**src/rtl/uart_frame_ctrl.sv**
```systemverilog
// Receive-side command-frame assembler: HEADER, ADDR, DATA_H, DATA_L (+ CHK when
// FRAME_CHKSUM_EN is defined) -> one-cycle register write strobe; bad/stalled frames counted.
module uart_frame_ctrl #(
   parameter logic [7:0] HEADER      = 8'hAA,
   parameter int         TIMEOUT_MAX = 208_320
) (
   input  logic        sys_clk,
   input  logic        sys_rst_n,
   input  logic [7:0]  pi_data,
   input  logic        pi_flag,
   output logic        reg_wr_en,
   output logic [7:0]  reg_addr,
   output logic [15:0] reg_wr_data,
   output logic        frame_err,
   output logic [7:0]  err_cnt,
   output logic        busy,
   output logic [2:0]  state_dbg
);

   localparam int              TO_W    = $clog2(TIMEOUT_MAX + 1);
   localparam logic [TO_W-1:0] TO_LAST = TO_W'(TIMEOUT_MAX - 1);

   typedef enum logic [2:0] {
      IDLE = 3'd0,
      ADDR = 3'd1,
      DATH = 3'd2,
      DATL = 3'd3
`ifdef FRAME_CHKSUM_EN
      , CHK = 3'd4
`endif
   } state_t;

   state_t          state, state_nxt;
   logic [TO_W-1:0] timer;
   logic [7:0]      addr_q, dath_q;
   logic            commit, err_det, timeout;
   logic [15:0]     wr_data_nxt;
`ifdef FRAME_CHKSUM_EN
   logic [7:0]      datl_q, chk_sum;
`endif

   assign state_dbg = state;

   // A byte arriving on the last timer count wins over the timeout.
   assign timeout = (state != IDLE) && !pi_flag && (timer == TO_LAST);

`ifdef FRAME_CHKSUM_EN
   assign wr_data_nxt = {dath_q, datl_q};
`else
   assign wr_data_nxt = {dath_q, pi_data};
`endif

   always_comb begin
      state_nxt = state;
      commit    = 1'b0;
      err_det   = 1'b0;
      case (state)
         IDLE: if (pi_flag && pi_data == HEADER) state_nxt = ADDR;
         ADDR: if (pi_flag) state_nxt = DATH;
         DATH: if (pi_flag) state_nxt = DATL;
         DATL: begin
            if (pi_flag) begin
`ifdef FRAME_CHKSUM_EN
               state_nxt = CHK;
`else
               state_nxt = IDLE;
               commit    = 1'b1;
`endif
            end
         end
`ifdef FRAME_CHKSUM_EN
         CHK: begin
            if (pi_flag) begin
               state_nxt = IDLE;
               if (pi_data == chk_sum) commit  = 1'b1;
               else                    err_det = 1'b1;
            end
         end
`endif
         default: state_nxt = IDLE;
      endcase
      if (timeout) begin
         state_nxt = IDLE;
         err_det   = 1'b1;
      end
   end

   always_ff @(posedge sys_clk or negedge sys_rst_n) begin
      if (!sys_rst_n) begin
         state       <= IDLE;
         timer       <= '0;
         addr_q      <= 8'd0;
         dath_q      <= 8'd0;
         reg_wr_en   <= 1'b0;
         reg_addr    <= 8'd0;
         reg_wr_data <= 16'd0;
         frame_err   <= 1'b0;
         err_cnt     <= 8'd0;
         busy        <= 1'b0;
      end else begin
         state     <= state_nxt;
         busy      <= (state_nxt != IDLE);
         reg_wr_en <= commit;
         frame_err <= err_det;

         if (pi_flag || state == IDLE || timeout) timer <= '0;
         else                                     timer <= timer + 1'b1;

         if (pi_flag && state == ADDR) addr_q <= pi_data;
         if (pi_flag && state == DATH) dath_q <= pi_data;

         if (commit) begin
            reg_addr    <= addr_q;
            reg_wr_data <= wr_data_nxt;
         end

         if (err_det && err_cnt != 8'hFF) err_cnt <= err_cnt + 8'd1;
      end
   end

`ifdef FRAME_CHKSUM_EN
   // Running 8-bit sum of ADDR, DATA_H, DATA_L; restarts with the address byte.
   always_ff @(posedge sys_clk or negedge sys_rst_n) begin
      if (!sys_rst_n) begin
         datl_q  <= 8'd0;
         chk_sum <= 8'd0;
      end else if (pi_flag) begin
         case (state)
            ADDR: chk_sum <= pi_data;
            DATH: chk_sum <= chk_sum + pi_data;
            DATL: begin
               chk_sum <= chk_sum + pi_data;
               datl_q  <= pi_data;
            end
            default: ;
         endcase
      end
   end
`endif

endmodule

```
**config.mk**
```make
export PLATFORM = sky130hd
export DESIGN_NAME = uart_frame_ctrl
export DESIGN_NICKNAME = d
export VERILOG_FILES = /design/src/rtl/uart_frame_ctrl.sv
export SDC_FILE = /design/constraint.sdc
export NUM_CORES = 1
export LEC_CHECK = 0
export BUFFER_PORTS_ARGS = -buffer_cell sky130_fd_sc_hd__clkbuf_2
export CORE_MARGIN = 2
export CORE_UTILIZATION = 55
export CTS_CLUSTER_SIZE = 30
export DETAILED_ROUTE_END_ITERATION = 8
export GPL_TIMING_DRIVEN = 0
export HOLD_SLACK_MARGIN = 0.05
export PLACE_DENSITY = 0.78
export REMOVE_ABC_BUFFERS = 1
export SETUP_SLACK_MARGIN = 0.5
export SLEW_MARGIN = 0
export SYNTH_ARGS = -nofsm -noshare
export SYNTH_HDL_FRONTEND = slang
export SYNTH_SLANG_ARGS = --single-unit
```
**constraint.sdc**
```tcl
create_clock -name sys_clk -period 4 [get_ports sys_clk]
set_input_delay 0.8 -clock sys_clk [delete_from_list [all_inputs] [get_ports sys_clk]]
set_output_delay 0.8 -clock sys_clk [all_outputs]
set_load 0.03 [all_outputs]
```
==> impl_metrics.tcl <==
set metrics [dict create \
    maximum_number_of_pins_on_one_net_before_global_route_repair 48 \
    worst_skew_pair.late_latency_ps 340 \
    xor_and_xnor_area_share_after_synthesis_pct 4.78 \
    die_width_um 79.3 \
    drt_drc_violations_left 0 \
    final_antenna_net_count 0 \
    grt_pass1_wl_um 9920 \
    antenna_found_initial 0 \
    clock_tree_from_tritoncts "yes" \
    fp.dieArea_um2 6290 \
    numClockSinks 72 \
    gp_congestion 0.801 \
    dp_worst_setup_slack_ps 1070 \
    timing.critical_path.cells "clkbuf_2, nand4b_1, inv_2, nand2_1, nand2_1" \
    ys_seq_elements 72 \
    power_per_cell_area_nw_per_um2 370 \
    post_synth_inst_count 297 \
    power_leakage_nw 1.82 \
    outcome "finished clean" \
    postCtsSetupRepairBufs 0 \
    critical-path-max-stage-delay_ps 890 \
    criticalPathCategory "input port to flip-flop" \
    synth.cell_area_um2 3120 \
    worstMarginPinSlew_ps 1130 \
    post_dp_cell_area_um2 3440 \
    routedWlPerCell_um 13.7 \
    core_area_um2 5510 \
    yosys-top-cells-count "83 x nand2_1, 72 x dfrtp_1, 21 x mux2_2, 17 x nor2_1" \
    worst_clock_skew_ps 6.91 \
    synth_fa_ha_area_share_pct 0.803 \
    synth.most_common_cell "nand2_1" \
    number_of_cells_after_detailed_placement 410 \
    clock_tree.htree_level_count 3 \
    worst-path-max-fanout 25 \
    portBuffers 48 \
    io-pin-count 49 \
    cts_root_buffer "clkbuf_8" \
    via_count 2278 \
    max_slew_margin_pct 24.5 \
    first_global_vias 2158 \
    initial_utilization_pct 56.6 \
    row_count 27 \
    ys.warnings.count 0 \
    routed_wl_um 5840 \
    worst_path_dominant_cell_family "simple AND/OR/NAND/NOR gates" \
    final_period_minus_worst_setup_slack_ps 2540 \
    setup.worst_path.start_class "input port" \
    clkTransAtPathRegs_ps 70 \
    asyncSetResetFlopFracSynth_pct 100 \
    synthesized_area_per_cell_um2 10.5 \
    cp.arrival_ps 2820 \
    cts-hold-fix-buffers 0 \
    final_util_pct 66.1 \
    yosys.area.top_type "dfrtp_1" \
    ys_types 37 \
    max_cap_violations 0 \
    final_setup_tns_ps 0 \
    synthMuxAreaShare_pct 7.58 \
    yosys.area_share.simple_pct 24.8 \
    timing.final.crit_share_pct 63.5 \
    final_net_count 362 \
    synth_top_family_by_area "simple AND/OR/NAND/NOR gates" \
    setup_repair_after_global_routing_missed_its_margin "false" \
    instances_no_fill 426 \
    timing.critical_path.mode_cell "nand2_1" \
    fillers 426 \
    synth_top_flop_cell "dfrtp_1" \
    power_switching_mw 0.295 \
    n_antenna_cell 0 \
    final.setup.worst_slack_ps 1460 \
    post_cts_resized 0 \
    critical_path_required_ps 4280 \
    max-clock-path-buffers 2 \
    global_route.usage.total_pct 20.5 \
    dieHeight_um 79.3 \
    final_area_um2 3640 \
    maximum_resistive_drop_on_vdd_mv 0.154 \
    ys_top_cells_by_area "dfrtp_1 58%, nand2_1 10%, mux2_2 7.6%" \
    final_hold_viol_count 0 \
    seqPwrFrac_pct 54.7 \
    min-delay-path-class "input port to async pin" \
    numCtsBuffers 9 \
    worst_path_bufs_invs 2 \
    clock_share_of_power_pct 42.4 \
    share_of_final_layout_standard_cells_stronger_than_drive_strength_1_pct 26.6 \
    timing.critical_path.slowest_stage_cell "nand4b_1" \
    synth-seq-area-share_pct 57.8 \
    maxSlewViolCount 0 \
    drt-pass1-iter-count 6 \
    power_frac_comb_pct 2.9 \
    place_hpwl_um 4010 \
    drt_iter0_drc 106 \
    endpoint_kind_of_the_worst_setup_timing_path "flip-flop" \
    synth-edff-count 0 \
    layout-area-overhead-vs-synth_pct 16.7 \
    synth_compound_gate_area_share_pct 2.33 \
    swShare_pct 22.0 \
    yosysTopAreaCellShare_pct 57.8 \
    setup_violations 0 \
    vias_per_cell 5.35 \
    achievable-frequency_mhz 394 \
    internal_power_mw 1.05 \
    gr-total-overflow 0 \
]
[layout by cell type (no fill, tap or decap), types with 2 or more instances in the layout]
master      count
clkbuf_1        2
and3_1          3
nand2b_1        3
nor4bb_1        2
mux2_2         21
clkinvlp_4      2
xnor2_1         9
clkbuf_2       47
inv_1           4
and2_1          2
ha_1            2
nor3_1         10
nor2_1         17
nand2_1        83
a21oi_1         4
dfrtp_1        72
a31o_2          2
nand3_1        10
xor2_1          8
clkbuf_8       10
o21ai_0         3
nand4_1         9
nor4_1          8
or3_1           3
[registers in the layout (all words and copies together), names as in the netlist, 3 cells and up]
register,count
timer,18
reg_wr_data,16
addr_q,8
dath_q,8
err_cnt,8
reg_addr,8
state_dbg,3
[power groups by stage]
stage               Sequential (mW)  Clock (mW)  Combinational, mW
floorplan                     0.751           0            0.00899
detailed placement            0.749           0             0.0414
global placement              0.749           0             0.0371
finish                        0.735       0.571             0.0396
global route                  0.736       0.613             0.0460
CTS                           0.735       0.580             0.0413
[area by class of cell]
class	count	area [um2]	share of cell area, %
clock buffer	12	145	3.99
clock inverter	4	53.8	1.48
inverter	5	18.8	0.516
multi-input combinational	212	1260	34.6
sequential	72	1800	49.5
tap	72	90.1	2.48
timing repair buffer	49	270	7.43
[metal layers]
metal  track usage (%)  vias to the layer above  part of all wire, %
met3              5.34                        6                  3.8
met4              8.10                        0                  1.3
met1              27.6                     1103                   47
met2              31.9                       49                   48
li1                  -                     1120                    -
met5                 0                        -                    0
[kinds of logic (layout without fill, tap and decap cells)]
logic type | count (synthesis) | after routing
AND/OR/NAND/NOR | 160 | 160
flip-flops | 72 | 72
multiplexers | 21 | 21
XOR/XNOR | 17 | 17
buffers and inverters | 13 | 70
AO/OA/AOI/OAI | 11 | 11
adder cells (fa/ha/maj) | 2 | 2
other | 1 | 1
[final timing paths]
kind | from | to | slack [ps] | cells after the start
worst max-delay path | pi_flag | reg_wr_data[12] | 1460 | 5
max in group asynchronous | sys_rst_n | reg_wr_data[12] | 3060 | 2
worst min register to register | addr_q[4] | reg_addr[4] | 470 | 2
min in group sys_clk | addr_q[4] | reg_addr[4] | 470 | 2
worst min-delay path | sys_rst_n | timer[7] | 400 | 1
worst max register to register | state_dbg[2] | reg_wr_data[12] | 1500 | 4
[through the flow]
step | hold WS (ps) | total power, mW
floorplan | 435 | 0.760
global placement | 444 | 0.786
detailed placement | 454 | 0.791
CTS | 407 | 1.36
global route | 417 | 1.39
finish | 401 | 1.35
Power figures use the tool's default switching activity.
